===== src/rtl/lc3_pkg.sv =====
// Shared LC-3 operand-fetch definitions: FSM states, widths, IR field positions and SEXT.
package lc3_pkg;
  localparam int DATA_W      = 16;
  localparam int IMM_W       = 5;
  localparam int NUM_REGS    = 8;
  localparam int IDX_W       = 3;
  localparam int SR1_LSB     = 6;
  localparam int SR2_LSB     = 0;
  localparam int IMM_SEL_BIT = 5;

  typedef enum logic [1:0] {IDLE, READ, VALID} ofu_state_e;

  function automatic logic [DATA_W-1:0] sext(input logic [IMM_W-1:0] imm);
    return {{(DATA_W-IMM_W){imm[IMM_W-1]}}, imm};
  endfunction
endpackage


===== src/rtl/operand_fetch_unit_if.sv =====
// Instruction, register-write and operand handshake bundle of the operand fetch unit.
interface operand_fetch_unit_if import lc3_pkg::*; #(
  parameter int DATA_W = lc3_pkg::DATA_W
);
  logic [15:0]       IR;
  logic              LD_REG;
  logic [IDX_W-1:0]  DR;
  logic [DATA_W-1:0] Bus_In;
  logic              Fetch_Req;
  logic              Operand_Ack;
  logic              Busy;
  logic              Operand_Valid;
  logic [DATA_W-1:0] SR1_OUT;
  logic [DATA_W-1:0] SR2_OUT;
  logic [DATA_W-1:0] Imm_OUT;
  logic              Imm_Sel;

  modport master (
    output IR, LD_REG, DR, Bus_In, Fetch_Req, Operand_Ack,
    input  Busy, Operand_Valid, SR1_OUT, SR2_OUT, Imm_OUT, Imm_Sel
  );

  modport slave (
    input  IR, LD_REG, DR, Bus_In, Fetch_Req, Operand_Ack,
    output Busy, Operand_Valid, SR1_OUT, SR2_OUT, Imm_OUT, Imm_Sel
  );
endinterface


===== src/rtl/reg_file_8x16.sv =====
// LC-3 general register file: one write port, two combinational read ports, async clear.
module reg_file_8x16 #(
  parameter int DATA_W   = 16,
  parameter int NUM_REGS = 8,
  parameter int ADDR_W   = 3
) (
  input  logic              clk,
  input  logic              rst,
  input  logic              we_i,
  input  logic [ADDR_W-1:0] waddr_i,
  input  logic [DATA_W-1:0] wdata_i,
  input  logic [ADDR_W-1:0] raddr1_i,
  input  logic [ADDR_W-1:0] raddr2_i,
  output logic [DATA_W-1:0] rdata1_o,
  output logic [DATA_W-1:0] rdata2_o
);
  logic [DATA_W-1:0] regs_q [NUM_REGS];

  always_ff @(posedge clk or posedge rst) begin
    if (rst) begin
      for (int i = 0; i < NUM_REGS; i++) regs_q[i] <= '0;
    end else if (we_i) begin
      regs_q[waddr_i] <= wdata_i;
    end
  end

  assign rdata1_o = regs_q[raddr1_i];
  assign rdata2_o = regs_q[raddr2_i];
endmodule


===== src/rtl/operand_fetch_unit.sv =====
// LC-3 register file with IDLE/READ/VALID operand staging toward the ALU stage.
// Optional write-through forwarding in READ under macro OFU_WRITE_BYPASS_EN.
module operand_fetch_unit import lc3_pkg::*; #(
  parameter int DATA_W   = lc3_pkg::DATA_W,
  parameter int NUM_REGS = lc3_pkg::NUM_REGS,
  parameter int IMM_W    = lc3_pkg::IMM_W
) (
  input logic                 Clk,
  input logic                 Reset,
  operand_fetch_unit_if.slave bus
);
  ofu_state_e        state_q, state_d;
  logic [IDX_W-1:0]  sr1_idx_q, sr1_idx_d;
  logic [IDX_W-1:0]  sr2_idx_q, sr2_idx_d;
  logic [IMM_W-1:0]  imm_q, imm_d;
  logic              sel_q, sel_d;
  logic [DATA_W-1:0] sr1_q, sr1_d;
  logic [DATA_W-1:0] sr2_q, sr2_d;
  logic [DATA_W-1:0] immx_q, immx_d;
  logic              imm_sel_q, imm_sel_d;
  logic [DATA_W-1:0] rd1, rd2;

  reg_file_8x16 #(
    .DATA_W  (DATA_W),
    .NUM_REGS(NUM_REGS),
    .ADDR_W  (IDX_W)
  ) u_rf (
    .clk     (Clk),
    .rst     (Reset),
    .we_i    (bus.LD_REG),
    .waddr_i (bus.DR),
    .wdata_i (bus.Bus_In),
    .raddr1_i(sr1_idx_q),
    .raddr2_i(sr2_idx_q),
    .rdata1_o(rd1),
    .rdata2_o(rd2)
  );

  always_comb begin
    state_d   = state_q;
    sr1_idx_d = sr1_idx_q;
    sr2_idx_d = sr2_idx_q;
    imm_d     = imm_q;
    sel_d     = sel_q;
    sr1_d     = sr1_q;
    sr2_d     = sr2_q;
    immx_d    = immx_q;
    imm_sel_d = imm_sel_q;
    case (state_q)
      IDLE: begin
        if (bus.Fetch_Req) begin
          sr1_idx_d = bus.IR[SR1_LSB +: IDX_W];
          sr2_idx_d = bus.IR[SR2_LSB +: IDX_W];
          imm_d     = bus.IR[IMM_W-1:0];
          sel_d     = bus.IR[IMM_SEL_BIT];
          state_d   = READ;
        end
      end
      READ: begin
        sr1_d     = rd1;
        sr2_d     = rd2;
`ifdef OFU_WRITE_BYPASS_EN
        // A write landing on this same edge is forwarded so the consumer sees the newest value.
        if (bus.LD_REG && (bus.DR == sr1_idx_q)) sr1_d = bus.Bus_In;
        if (bus.LD_REG && (bus.DR == sr2_idx_q)) sr2_d = bus.Bus_In;
`endif
        immx_d    = sext(imm_q);
        imm_sel_d = sel_q;
        state_d   = VALID;
      end
      VALID: begin
        if (bus.Operand_Ack) state_d = IDLE;
      end
      default: state_d = IDLE;
    endcase
  end

  always_ff @(posedge Clk or posedge Reset) begin
    if (Reset) begin
      state_q   <= IDLE;
      sr1_idx_q <= '0;
      sr2_idx_q <= '0;
      imm_q     <= '0;
      sel_q     <= 1'b0;
      sr1_q     <= '0;
      sr2_q     <= '0;
      immx_q    <= '0;
      imm_sel_q <= 1'b0;
    end else begin
      state_q   <= state_d;
      sr1_idx_q <= sr1_idx_d;
      sr2_idx_q <= sr2_idx_d;
      imm_q     <= imm_d;
      sel_q     <= sel_d;
      sr1_q     <= sr1_d;
      sr2_q     <= sr2_d;
      immx_q    <= immx_d;
      imm_sel_q <= imm_sel_d;
    end
  end

  assign bus.Busy          = (state_q != IDLE);
  assign bus.Operand_Valid = (state_q == VALID);
  assign bus.SR1_OUT       = sr1_q;
  assign bus.SR2_OUT       = sr2_q;
  assign bus.Imm_OUT       = immx_q;
  assign bus.Imm_Sel       = imm_sel_q;
endmodule

===== src/flat_wrapper.sv =====
// flat-port wrapper written by rule: the top's interface ports become plain ports
module operand_fetch_unit_flat import lc3_pkg::*;
#(
  parameter int DATA_W   = lc3_pkg::DATA_W,
  parameter int NUM_REGS = lc3_pkg::NUM_REGS,
  parameter int IMM_W    = lc3_pkg::IMM_W
)
  (Clk, Reset, bus_IR, bus_LD_REG, bus_DR, bus_Bus_In, bus_Fetch_Req, bus_Operand_Ack, bus_Busy, bus_Operand_Valid, bus_SR1_OUT, bus_SR2_OUT, bus_Imm_OUT, bus_Imm_Sel);
  operand_fetch_unit_if #(.DATA_W(DATA_W)) bus_i ();
  input logic Clk;
  input logic Reset;
  input wire logic [$bits(bus_i.IR)-1:0] bus_IR;
  input wire logic [$bits(bus_i.LD_REG)-1:0] bus_LD_REG;
  input wire logic [$bits(bus_i.DR)-1:0] bus_DR;
  input wire logic [$bits(bus_i.Bus_In)-1:0] bus_Bus_In;
  input wire logic [$bits(bus_i.Fetch_Req)-1:0] bus_Fetch_Req;
  input wire logic [$bits(bus_i.Operand_Ack)-1:0] bus_Operand_Ack;
  output wire logic [$bits(bus_i.Busy)-1:0] bus_Busy;
  output wire logic [$bits(bus_i.Operand_Valid)-1:0] bus_Operand_Valid;
  output wire logic [$bits(bus_i.SR1_OUT)-1:0] bus_SR1_OUT;
  output wire logic [$bits(bus_i.SR2_OUT)-1:0] bus_SR2_OUT;
  output wire logic [$bits(bus_i.Imm_OUT)-1:0] bus_Imm_OUT;
  output wire logic [$bits(bus_i.Imm_Sel)-1:0] bus_Imm_Sel;
  assign bus_i.IR = bus_IR;
  assign bus_i.LD_REG = bus_LD_REG;
  assign bus_i.DR = bus_DR;
  assign bus_i.Bus_In = bus_Bus_In;
  assign bus_i.Fetch_Req = bus_Fetch_Req;
  assign bus_i.Operand_Ack = bus_Operand_Ack;
  assign bus_Busy = bus_i.Busy;
  assign bus_Operand_Valid = bus_i.Operand_Valid;
  assign bus_SR1_OUT = bus_i.SR1_OUT;
  assign bus_SR2_OUT = bus_i.SR2_OUT;
  assign bus_Imm_OUT = bus_i.Imm_OUT;
  assign bus_Imm_Sel = bus_i.Imm_Sel;
  operand_fetch_unit #(.DATA_W(DATA_W), .NUM_REGS(NUM_REGS), .IMM_W(IMM_W)) u_core (.Clk(Clk), .Reset(Reset), .bus(bus_i));
endmodule

===== config.mk =====
export PLATFORM = sky130hd
export DESIGN_NAME = operand_fetch_unit_flat
export DESIGN_NICKNAME = d
export VERILOG_FILES = /design/src/rtl/lc3_pkg.sv /design/src/rtl/operand_fetch_unit_if.sv /design/src/rtl/reg_file_8x16.sv /design/src/rtl/operand_fetch_unit.sv /design/src/flat_wrapper.sv
export SDC_FILE = /design/constraint.sdc
export NUM_CORES = 1
export LEC_CHECK = 0
export ABC_AREA = 1
export BUFFER_PORTS_ARGS = -buffer_cell sky130_fd_sc_hd__buf_2
export CELL_PAD_IN_SITES_DETAIL_PLACEMENT = 1
export CELL_PAD_IN_SITES_GLOBAL_PLACEMENT = 2
export CORE_MARGIN = 2
export CORE_UTILIZATION = 33
export DETAILED_ROUTE_END_ITERATION = 6
export PLACE_DENSITY = 0.78
export SLEW_MARGIN = 40
export SYNTH_ARGS = -nofsm -noshare
export SYNTH_HDL_FRONTEND = slang
export SYNTH_HIERARCHICAL = 1
export SYNTH_SLANG_ARGS = --single-unit

===== constraint.sdc =====
create_clock -name Clk -period 5.2 [get_ports Clk]
set_input_delay 0.78 -clock Clk [delete_from_list [all_inputs] [get_ports Clk]]
set_output_delay 0.78 -clock Clk [all_outputs]
set_load 0.01 [all_outputs]

==> metrics.md, run 1 <==
| Metric | Value |
|---|---|
| Die Wd | 173.8 um |
| Fin cells | 1,821 |
| Clock buffer depth | 2 |
| Fraction of registers with async set/reset | 100.0% |
| Largest net degree at the start of global routing | 67 |
| R2R Path Start | u_core/sr1_idx_q[0] |
| Vias per cell | 4.864 |
| Clock Latency Late Sink | 0.44 ns |
| Final GP Congestion | 0.7423 |
| Synth top cells by count | nand2_1 (648), dfrtp_1 (177), nand3_1 (176) |
| Endpoint class of the critical path | flip-flop |
| Critical path's top delay family | buffers and inverters |
| Leakage | 0.006022 uW |
| Slew @ Worst Pin | 0.7569 ns |
| R2R depth | 10 |
| Critical Setup Path Class | reg -> reg |
| Hold_buf cts | 0 |
| TritonCTS buffer count | 17 |
| Post-synthesis sequential area ratio | 46.54% |
| Postcts setup bufs | 0 |
| Mapped cell area | 9517 um^2 |
| Max Slew Vio Count | 0 |
| GRT overflow | 0 |
| Slew Limit Headroom | 49.23% |
| Critical Path AT | 2.83 ns |
| Final Critical Period | 2.512 ns |
| Worst path slowest cell | buf_4 |
| Final #Nets | 1,464 |
| Critical path depth | 10 |
| Most common cell on crit path | nand2_1 |
| Worst-path clk slew | 0.07 ns |
| HP Class | in -> async |
| CTS H-tree lvls | 4 |
| Worst vdd ir | 0.2113 mV |
| Max Fanout on Critical Path | 40 |
| Routed Antenna Nets | 0 |
| GRT met2 Usage | 36.19% |
| CP cell instances | buf_4 > inv_2 > buf_4 > nand2_1 > nand3_1 > nand2_1 > nand2_1 > nand2_1 > nand3_1 > nand2_1 |
| Max Cap Violations | 0 |
| Share of the synthesized area in the top cell type | 46.54% |
| Most frequent cell after synthesis | nand2_1 |
| 1st-pass router iterations | 5 |
| Post-synth cell types | 15 |
| IO Count | 91 |
| 1st-iter DRT viols | 655 |
| Part of the cycle the worst path needs | 48.31% |
| Initial antenna violation count | 0 |
| Clk sinks | 177 |
| # resized after CTS | 0 |
| Dominant synthesized flop cell | dfrtp_1 |
| Synth area leader | dfrtp_1 |
| Fraction of layout cells with a size suffix above 1 | 10.58% |
| Fmax achieved | 398.1 MHz |
| GRT met1 Usage | 30.69% |
| Largest cells by area after synthesis | dfrtp_1 (47%), nand2_1 (26%), nand3_1 (9.3%) |
| DRC | 0 |
| Area Growth Syn to Fin | 12.62% |
| Via count | 8,857 |
| Vias in the first global route | 9,025 |
| Data required, critical path | 5.52 ns |
| Die area | 30,210 um^2 |
| FP Rows | 62 |
| M3 GR Usage | 2.368% |
| PD cells | 583.9 nW/um^2 |
| IO Port Bufs | 83 |
| #FFs+latches synth | 177 |
| DR WL/cell | 17.78 um |
| Post-Syn Area per Cell | 6.837 um^2 |
| CP max stage delay | 0.56 ns |
| Clock root cell | clkbuf_16 |
| Final Skew | 0.01423 ns |
| Die height | 173.8 um |
| Initial Util | 33.34% |
| Buf+Inv Stages, Crit Path | 3 |
| # setup viols final | 0 |
| Gr busiest metal | met2 |
| Post-route setup TNS | 0 ns |
| Register-to-register setup slack | 2.69 ns |
| Final hold vios | 0 |
| Hpwl dp | 20.05 mm |
| CTS tree | done |
| All-Layer GR Usage | 21.99% |
| CORE AREA | 28,550 um^2 |
| Placed Cells | 1,788 |
| Antenna Cells | 0 |
| CP Launch Type | flip-flop |
| Status | completed |
| Synth warnings | 6 |
| Drt total wl | 32.38 mm |
| First-pass GRT wire length | 51.18 mm |
| Cells after Synth | 1,392 |
| RSZ-0062 raised after global routing | no |
| Post-synth EDFFs | 0 |
| Syn Nets | 1,432 |
| Reg2reg end | u_core/bus.SR1_OUT[12] |
## worst register-to-register path: stages (launching register included)
cell and delay [ns]:
dfrtp_2 0.39, buf_4 0.27, inv_2 0.53, buf_4 0.56
nand2_1 0.12, nand3_1 0.08, nand2_1 0.06, nand2_1 0.06
nand2_1 0.14, nand3_1 0.13, nand2_1 0.06
## cells in the final DEF, fill, tap and decap left out, drive strengths merged
cell / instances
clkinv: 1
clkbuf: 18
buf: 108
dfrtp: 177
nor2: 5
o21ai: 129
inv: 167
nand2: 648
nand3: 176
clkinvlp: 6
bufinv: 1
nor3: 1
## cell families (layout without fill, tap and decap cells)
group                  after synthesis  in the layout  synth area share (%)
flip-flops                         177            177                 46.54
AND/OR/NAND/NOR                    830            830                 35.21
buffers and inverters              256            301                 11.46
AO/OA/AOI/OAI                      129            129                 6.784
## layout make-up
type,instances,area (um^2)
Timing Repair Buffer,108,619.3
Clock inverter,14,148.9
Inverter,161,611.8
Multi-Input combinational cell,959,3996
Clock buffer,18,429.2
Sequential cell,177,4432
Tap cell,384,480.5
Fill cell,3696,17830
## metal layers
metal  part of all wire, %  routed length [um]
met1                    49               15840
met2                    46               14770
met3                   3.6                1178
met4                   1.8                 595
met5                     0                   0
## power by group
group | switching (uW) | total (uW) | internal (uW)
clock network | 609 | 1290 | 679
logic | 2180 | 3050 | 872
registers | 192 | 1920 | 1730
## stage by stage
| step | instance area (um^2) | setup slack (ns) | total power, uW | hold WS (ns) | utilization (%) |
|---|---|---|---|---|---|
| detailed placement | 10120 | 2.713 | 4982 | 0.4550 | 35.44 |
| floorplan | 9517 | 1.007 | 3950 | 0.4366 | - |
| finish | 10720 | 2.688 | 6258 | 0.3739 | 37.54 |
| CTS | 10690 | 2.701 | 6300 | 0.3804 | 37.46 |
| global placement | 10110 | 2.763 | 4923 | 0.4498 | 35.42 |
| global route | 10720 | 2.479 | 6771 | 0.3940 | 37.54 |
## flip-flops by register name, indices dropped and copies added (netlist names)
signal and flops:
u_core/bus.Imm_OUT 5, u_core/bus.Imm_Sel 1, u_core/bus.SR1_OUT 16, u_core/bus.SR2_OUT 16, u_core/imm_q 3, u_core/sel_q 1, u_core/sr1_idx_q 3, u_core/sr2_idx_q 2
u_core/state_q 2, u_core/u_rf/regs_q 128
## worst max-delay path by stage
stage | start | endpoint
floorplan | Reset | u_core/u_rf/regs_q[0]
global placement | u_core/sr1_idx_q[0] | u_core/bus.SR1_OUT[6]
detailed placement | u_core/sr1_idx_q[0] | u_core/bus.SR1_OUT[6]
CTS | u_core/sr1_idx_q[0] | u_core/bus.SR1_OUT[6]
global route | u_core/sr1_idx_q[0] | u_core/bus.SR1_OUT[6]
finish | u_core/sr1_idx_q[0] | u_core/bus.SR1_OUT[12]
Note: power is estimated with default switching activity, not from simulation.
==> run 2: changes to the inputs <==
==> constraint.sdc (replaced) <==
create_clock -name Clk -period 2.5 [get_ports Clk]
set_input_delay 0.375 -clock Clk [delete_from_list [all_inputs] [get_ports Clk]]
set_output_delay 0.375 -clock Clk [all_outputs]
set_load 0.01 [all_outputs]
==> metrics.md, run 2 (synthesized netlist as in run 1, its figures left out) <==
| Metric | Value |
|---|---|
| Status | completed |
| Area Growth Syn to Fin | 14.19% |
| CORE AREA | 28,550 um^2 (unchanged) |
| Commonest non-fill, non-tap cells in the layout | nand2_1 (648), nand3_1 (176), dfrtp_1 (175), inv_1 (155), o21ai_0 (119) |
| Clk sinks | 177 (unchanged) |
| Die Wd | 173.8 um (unchanged) |
| PD cells | 1203 nW/um^2 (+110%) |
| Part of the cycle the worst path needs | 74.24% |
| Clk pwr share | 19.7% (-0.9 points) |
| DRC | 0 (unchanged) |
| Max Slew Vio Count | 0 (unchanged) |
| Buf+Inv Stages, Crit Path | 3 (unchanged) |
| Worst path slowest cell | dfrtp_1 |
| GRT overflow | 0 (unchanged) |
| Biggest register | u_core/u_rf/regs_q |
| Slew Limit Headroom | 52.61% (+3.4 points) |
| RSZ-0062 raised after global routing | no |
| Clock Latency Late Sink | 0.45 ns (about the same) |
| Net Switching | 6192 uW (+110%) |
| TritonCTS buffer count | 17 (unchanged) |
| Vias in the first global route | 9,134 (+1.2%) |
| Sw frac | 47.36% (-0.20 points) |
| Data required, critical path | 2.12 ns (-3.40 ns) |
| HP Start | bus_Operand_Ack |
| 1st-pass router iterations | 5 (unchanged) |
| IO Count | 91 (unchanged) |
| Register-to-register setup slack | 0.69 ns (-2.00 ns) |
| Worst-path clk slew | 0.08 ns (about the same) |
| DR WL/cell | 17.57 um (-1.2%) |
| Seq pwr share | 31.0% (+0.3 points) |
| All-Layer GR Usage | 22.18% (+0.20 points) |
| Critical Setup Path Class | reg -> out |
| Worst vdd ir | 0.4931 mV (+130%) |
| Critical Path AT | 1.48 ns (-1.35 ns) |
| Final hold vios | 0 (unchanged) |
| Antenna Cells | 0 (unchanged) |
| Initial antenna violation count | 0 (unchanged) |
| Final Skew | 0.01552 ns (+0.001283 ns) |
| Final #Nets | 1,477 (+0.89%) |
| Clock root cell | clkbuf_16 |
| Final GP Congestion | 0.7514 (+1.2%) |
| IO Port Bufs | 83 (unchanged) |
| CTS tree | done |
| Final Critical Period | 1.856 ns |
| Post-route setup TNS | 0 ns (unchanged) |
| Die area | 30,210 um^2 (unchanged) |
| R2R Path Start | u_core/sr2_idx_q[0] |
| Routed Antenna Nets | 0 (unchanged) |
| Max Fanout on Critical Path | 11 (-73%) |
| CP cell instances | nor2_1 > buf_4 > inv_1 > buf_2 |
| Max reg flops | 128 (unchanged) |
| Clock buffer depth | 2 (unchanged) |
| 1st-iter DRT viols | 537 (-18%) |
| Largest net degree at the start of global routing | 67 (unchanged) |
| Comb pwr share | 49.3% (+0.6 points) |
| Slew @ Worst Pin | 0.7094 ns (-0.04753 ns) |
| Placed Cells | 1,801 (+0.73%) |
| Initial Util | 33.34% (unchanged) |
| Leakage | 0.006113 uW (+1.5%) |
| CP Launch Type | flip-flop |
| Fraction of layout cells with a size suffix above 1 | 11.10% (+0.53 points) |
| CP max stage delay | 0.50 ns (-0.06 ns) |
| First-pass GRT wire length | 51.66 mm (+0.94%) |
| Critical path's top delay family | flip-flops |
| Vias per cell | 4.797 (-1.4%) |
| Hpwl dp | 20.98 mm (+4.7%) |
| FP Rows | 62 (unchanged) |
| Commonest non-fill, non-tap cell in the layout | nand2_1 |
| Postcts setup bufs | 0 (unchanged) |
| Fmax achieved | 538.8 MHz |
| Drt total wl | 32.22 mm (-0.49%) |
| HP Class | in -> reg |
| Die height | 173.8 um (unchanged) |
| Setup crit start | u_core/state_q[0] |
| Via count | 8,798 (-0.67%) |
| # setup viols final | 0 (unchanged) |
| CTS H-tree lvls | 4 (unchanged) |
| Fin cells | 1,834 (+0.71%) |
| Endpoint class of the critical path | output port |
| Pint | 6882 uW (+110%) |
| Final core occ | 38.07% (+0.52 points) |
| Max Cap Violations | 0 (unchanged) |
-- run 2: cell types whose count changed in the layout (fill, tap and decap cells not counted), sizes merged --
cell and delta:
bufinv -1, inv -1, clkinvlp -2, clkinv +4, buf +12, dlygate4sd3 +1
-- run 2: repair_timing --
action	in CTS	in global routing
resized for setup	0	0
endpoints found under the hold margin	17	0
hold buffers	1	0
-- run 2: path summary, 6_finish.rpt --
| check | depth (start not counted) | end |
|---|---|---|
| setup / recovery | 4 | bus_Busy |
| hold / removal | 2 | u_core/state_q[1] |
| setup reg to reg | 9 | u_core/bus.SR2_OUT[1] |
| hold reg to reg | 2 | u_core/bus.SR1_OUT[11] |
| max in group asynchronous | 4 | u_core/u_rf/regs_q[13] |
| min in group asynchronous | 3 | u_core/bus.SR2_OUT[6] |
-- run 2: power by group through the flow --
stage	Clock [uW]	Sequential (uW)	Combinational (uW)
3_5_place_dp	0	4110	6440
5_1_grt	2770	4160	7250
2_1_floorplan	0	4090	4130
6_report	2570	4060	6440
4_1_cts	2660	4060	6460
3_3_place_gp	0	4090	6340
-- run 2: through the flow --
step | hold WS, ns | instance area [um^2] | power (uW) | worst slack, ns
5_1_grt | 0.1425 | 10870 | 14180 | 0.5599
3_3_place_gp | 0.4221 | 10300 | 10430 | 0.6477
4_1_cts | 0.1100 | 10860 | 13180 | 0.6001
3_5_place_dp | 0.4231 | 10300 | 10550 | 0.6184
2_1_floorplan | 0.4366 | 9520 | 8216 | 0.5438
6_report | 0.1243 | 10870 | 13070 | 0.6439
-- run 2: layout make-up --
type,instances,area [um^2]
sequential,177,4432
fill,3728,17680
clock inverter,14,126.4
multi-input combinational,959,3996
tap,384,480.5
clock buffer,18,429.2
timing repair buffer,121,794.5
inverter,161,608.1
-- run 2: per-layer routing --
| layer | global-route usage, % | up-vias | routed length, um |
|---|---|---|---|
| li1 | - | 4355 | - |
| met1 | 30.52 | 4237 | 15590 |
| met2 | 36.70 | 169 | 14930 |
| met3 | 3.114 | 37 | 1146 |
| met4 | 5.917 | 0 | 558 |
| met5 | 0 | - | 0 |
==> run 3: changes to the inputs <==
--- a/config.mk
+++ b/config.mk
@@ -5,14 +5,14 @@
 export SDC_FILE = /design/constraint.sdc
 export NUM_CORES = 1
 export LEC_CHECK = 0
-export ABC_AREA = 1
+export ABC_AREA = 0
 export BUFFER_PORTS_ARGS = -buffer_cell sky130_fd_sc_hd__buf_2
 export CELL_PAD_IN_SITES_DETAIL_PLACEMENT = 1
 export CELL_PAD_IN_SITES_GLOBAL_PLACEMENT = 2
 export CORE_MARGIN = 2
-export CORE_UTILIZATION = 33
+export CORE_UTILIZATION = 44
 export DETAILED_ROUTE_END_ITERATION = 6
-export PLACE_DENSITY = 0.78
+export PLACE_DENSITY = 0.79
 export SLEW_MARGIN = 40
 export SYNTH_ARGS = -nofsm -noshare
 export SYNTH_HDL_FRONTEND = slang
==> constraint.sdc (replaced) <==
create_clock -name Clk -period 1.9 [get_ports Clk]
set_input_delay 0.285 -clock Clk [delete_from_list [all_inputs] [get_ports Clk]]
set_output_delay 0.285 -clock Clk [all_outputs]
set_load 0.01 [all_outputs]
==> metrics.md, run 3 <==
| Metric | Value |
|---|---|
| Status | finished, violations left |
| Failing checks | setup timing |
| Placed Cells | 848 (-53%) |
| Slew Limit Headroom | 52.45% (-0.16 points) |
| Fraction of layout cells with a size suffix above 1 | 64.85% (+54 points) |
| CTS tree | done |
| Clock buffer depth | 2 (unchanged) |
| Clk sinks | 177 (unchanged) |
| Critical Setup Path Class | reg -> reg |
| Vias in the first global route | 5,634 (-38%) |
| Fin cells | 893 (-51%) |
| Fraction of registers with async set/reset | 100.0% (unchanged) |
| Register-to-register setup slack | -0.03 ns (-0.72 ns) |
| Post-synth cell types | 22 (+7) |
| Synth top cells by count | mux2_2 (188), dfrtp_1 (177), mux4_1 (46) |
| TritonCTS buffer count | 17 (unchanged) |
| Final GP Congestion | 0.7223 (-3.9%) |
| First-pass GRT wire length | 32.97 mm (-36%) |
| 1st-iter DRT viols | 345 (-36%) |
| Initial Util | 44.60% (+11 points) |
| Final Skew | 0.009003 ns (-0.006514 ns) |
| Max Slew Vio Count | 0 (unchanged) |
| Antenna Cells | 0 (unchanged) |
| Fmax achieved | 518.0 MHz |
| Most frequent cell after synthesis | mux2_2 |
| DRC | 0 (unchanged) |
| #FFs+latches synth | 177 (unchanged) |
| HP Class | in -> reg |
| Final hold vios | 0 (unchanged) |
| # setup viols final | 7 (+7) |
| Worst hold margin | 0.05088 ns (-0.07346 ns) |
| Synth area leader | dfrtp_1 |
| Dominant synthesized flop cell | dfrtp_1 |
| Final #Nets | 651 (-56%) |
| CP cell instances | buf_12 > mux4_1 > mux2_2 > mux2_4 |
| Die Wd | 147.0 um (-15%) |
| Die height | 147.0 um (-15%) |
| Cells after Synth | 515 (-63%) |
| IO Count | 91 (unchanged) |
| CP max stage delay | 0.56 ns (+0.06 ns) |
| Commonest non-fill, non-tap cell in the layout | mux2_2 |
| Commonest non-fill, non-tap cells in the layout | mux2_2 (177), dfrtp_1 (173), buf_2 (83), mux4_2 (33), mux4_1 (31) |
| Max Cap Violations | 0 (unchanged) |
| Data required, critical path | 2.22 ns (+0.10 ns) |
| Via count | 5,150 (-41%) |
| Hpwl dp | 12.35 mm (-41%) |
| Syn Nets | 555 (-61%) |
| Critical Path AT | 2.25 ns (+0.77 ns) |
| Biggest register | u_core/u_rf/regs_q |
| Post-synth EDFFs | 0 (unchanged) |
| Final core occ | 52.61% (+15 points) |
| Drt total wl | 22.27 mm (-31%) |
| Leakage | 0.004699 uW (-23%) |
| CORE AREA | 20,170 um^2 (-29%) |
| PD cells | 1605 nW/um^2 (+33%) |
| Vias per cell | 5.767 (+20%) |
| DR WL/cell | 24.94 um (+42%) |
| Endpoint class of the critical path | flip-flop |
| Worst vdd ir | 0.7645 mV (+55%) |
| Final Critical Period | 1.931 ns |
| All-Layer GR Usage | 20.30% (-1.9 points) |
| Post-route setup TNS | -0.1074 ns (-0.1074 ns) |
| Worst path slowest cell | mux4_1 |
| Worst-path clk slew | 0.07 ns (about the same) |
| Area occupied by multi-input gates | 4159 um^2 (+4.1%) |
| Storage element area | 4434 um^2 (about the same) |
| Share of the synthesized area in the top cell type | 49.24% (+2.7 points) |
| CTS H-tree lvls | 4 (unchanged) |
| Max Fanout on Critical Path | 8 (-3) |
| Max reg flops | 128 (unchanged) |
| Mapped cell area | 8995 um^2 (-5.5%) |
| Largest cells by area after synthesis | dfrtp_1 (49%), mux2_2 (24%), mux4_1 (13%) |
| Largest net degree at the start of global routing | 129 (+93%) |
| Part of the cycle the worst path needs | 101.6% |
| Area Growth Syn to Fin | 17.96% |
| Post-synthesis sequential area ratio | 49.24% (+2.7 points) |
| CP Launch Type | flip-flop |
| Clock Latency Late Sink | 0.43 ns (-0.02 ns) |
| Fillers | 1,907 (-49%) |
| Initial antenna violation count | 0 (unchanged) |
| Synth warnings | 6 (unchanged) |
| RSZ-0062 raised after global routing | yes |
| 1st-pass router iterations | 4 (-1) |
| Post-Syn Area per Cell | 17.47 um^2 (+160%) |
| Clock root cell | clkbuf_16 |
| Routed Antenna Nets | 0 (unchanged) |
| IO Port Bufs | 83 (unchanged) |
| Die area | 21,600 um^2 (-28%) |
| Slew @ Worst Pin | 0.7132 ns (+0.003845 ns) |
| GRT overflow | 0 (unchanged) |
| Final setup margin | -0.03058 ns (-0.6745 ns) |
| FP Rows | 52 (-16%) |
-- run 3: final cells by class --
class	instances	area share, %
clock buffer	19	4.269
clock inverter	12	1.392
inverter	3	0.1415
multi-input combinational	284	39.20
sequential	177	41.79
tap	270	3.184
timing repair buffer	128	10.02
-- run 3: report_power, final --
group,internal [uW],leakage [uW],total [uW],switching [uW]
clock,2030,0.000289,3570,1540
combinational,4630,0.00229,7710,3080
sequential,4930,0.00212,5750,820
-- run 3: metrics by stage --
step / worst slack (ns) / area [um^2] / power [uW]
floorplan: 0.03375 / 8999 / 10750
global route: -0.07146 / 10610 / 17920
detailed placement: -0.04995 / 9779 / 12590
CTS: -0.05373 / 10410 / 16380
global placement: -0.01582 / 9779 / 12270
finish: -0.03058 / 10610 / 17030
-- run 3: final timing paths --
check | from | end | cells after the start
worst max-delay path | u_core/sr2_idx_q[0] | u_core/bus.SR2_OUT[6] | 4
worst min-delay path | bus_Operand_Ack | u_core/state_q[1] | 2
worst max register to register | u_core/sr2_idx_q[0] | u_core/bus.SR2_OUT[6] | 4
worst min register to register | u_core/bus.SR2_OUT[12] | u_core/bus.SR2_OUT[12] | 1
max in group asynchronous | Reset | u_core/u_rf/regs_q[99] | 4
min in group asynchronous | Reset | u_core/bus.SR1_OUT[13] | 3
-- run 3: timing repair --
action,4_1_cts,5_1_grt
gates cloned,1,5
gates resized for setup,6,25
hold buffers,1,0
endpoints found under the hold margin,21,0
setup buffers,0,7
setup endpoints to repair,24,28
-- run 3: cells by family (layout without fill, tap and decap cells) --
logic type,Yosys count,in the layout,synth area share (%)
and+or+nand+nor,12,12,1.614
DFF,177,177,49.24
AOI/OAI and AO/OA,1,1,0.05559
muxes,271,271,44.23
buffers and inverters,54,162,4.855
-- run 3: per-layer routing --
layer  vias up  GRT usage, %  wire length, um
met4         0         4.904              304
met5         -             0                0
li1       2193             -                -
met3        22         4.037             1151
met2       140         36.24            11710
met1      2795         25.57             9103
-- run 3: critical path, delay by kind of cell, from the launching register on --
family | cells | cell delay, ns
DFF | 1 | 0.49
buffers and inverters | 1 | 0.19
muxes | 3 | 1.13
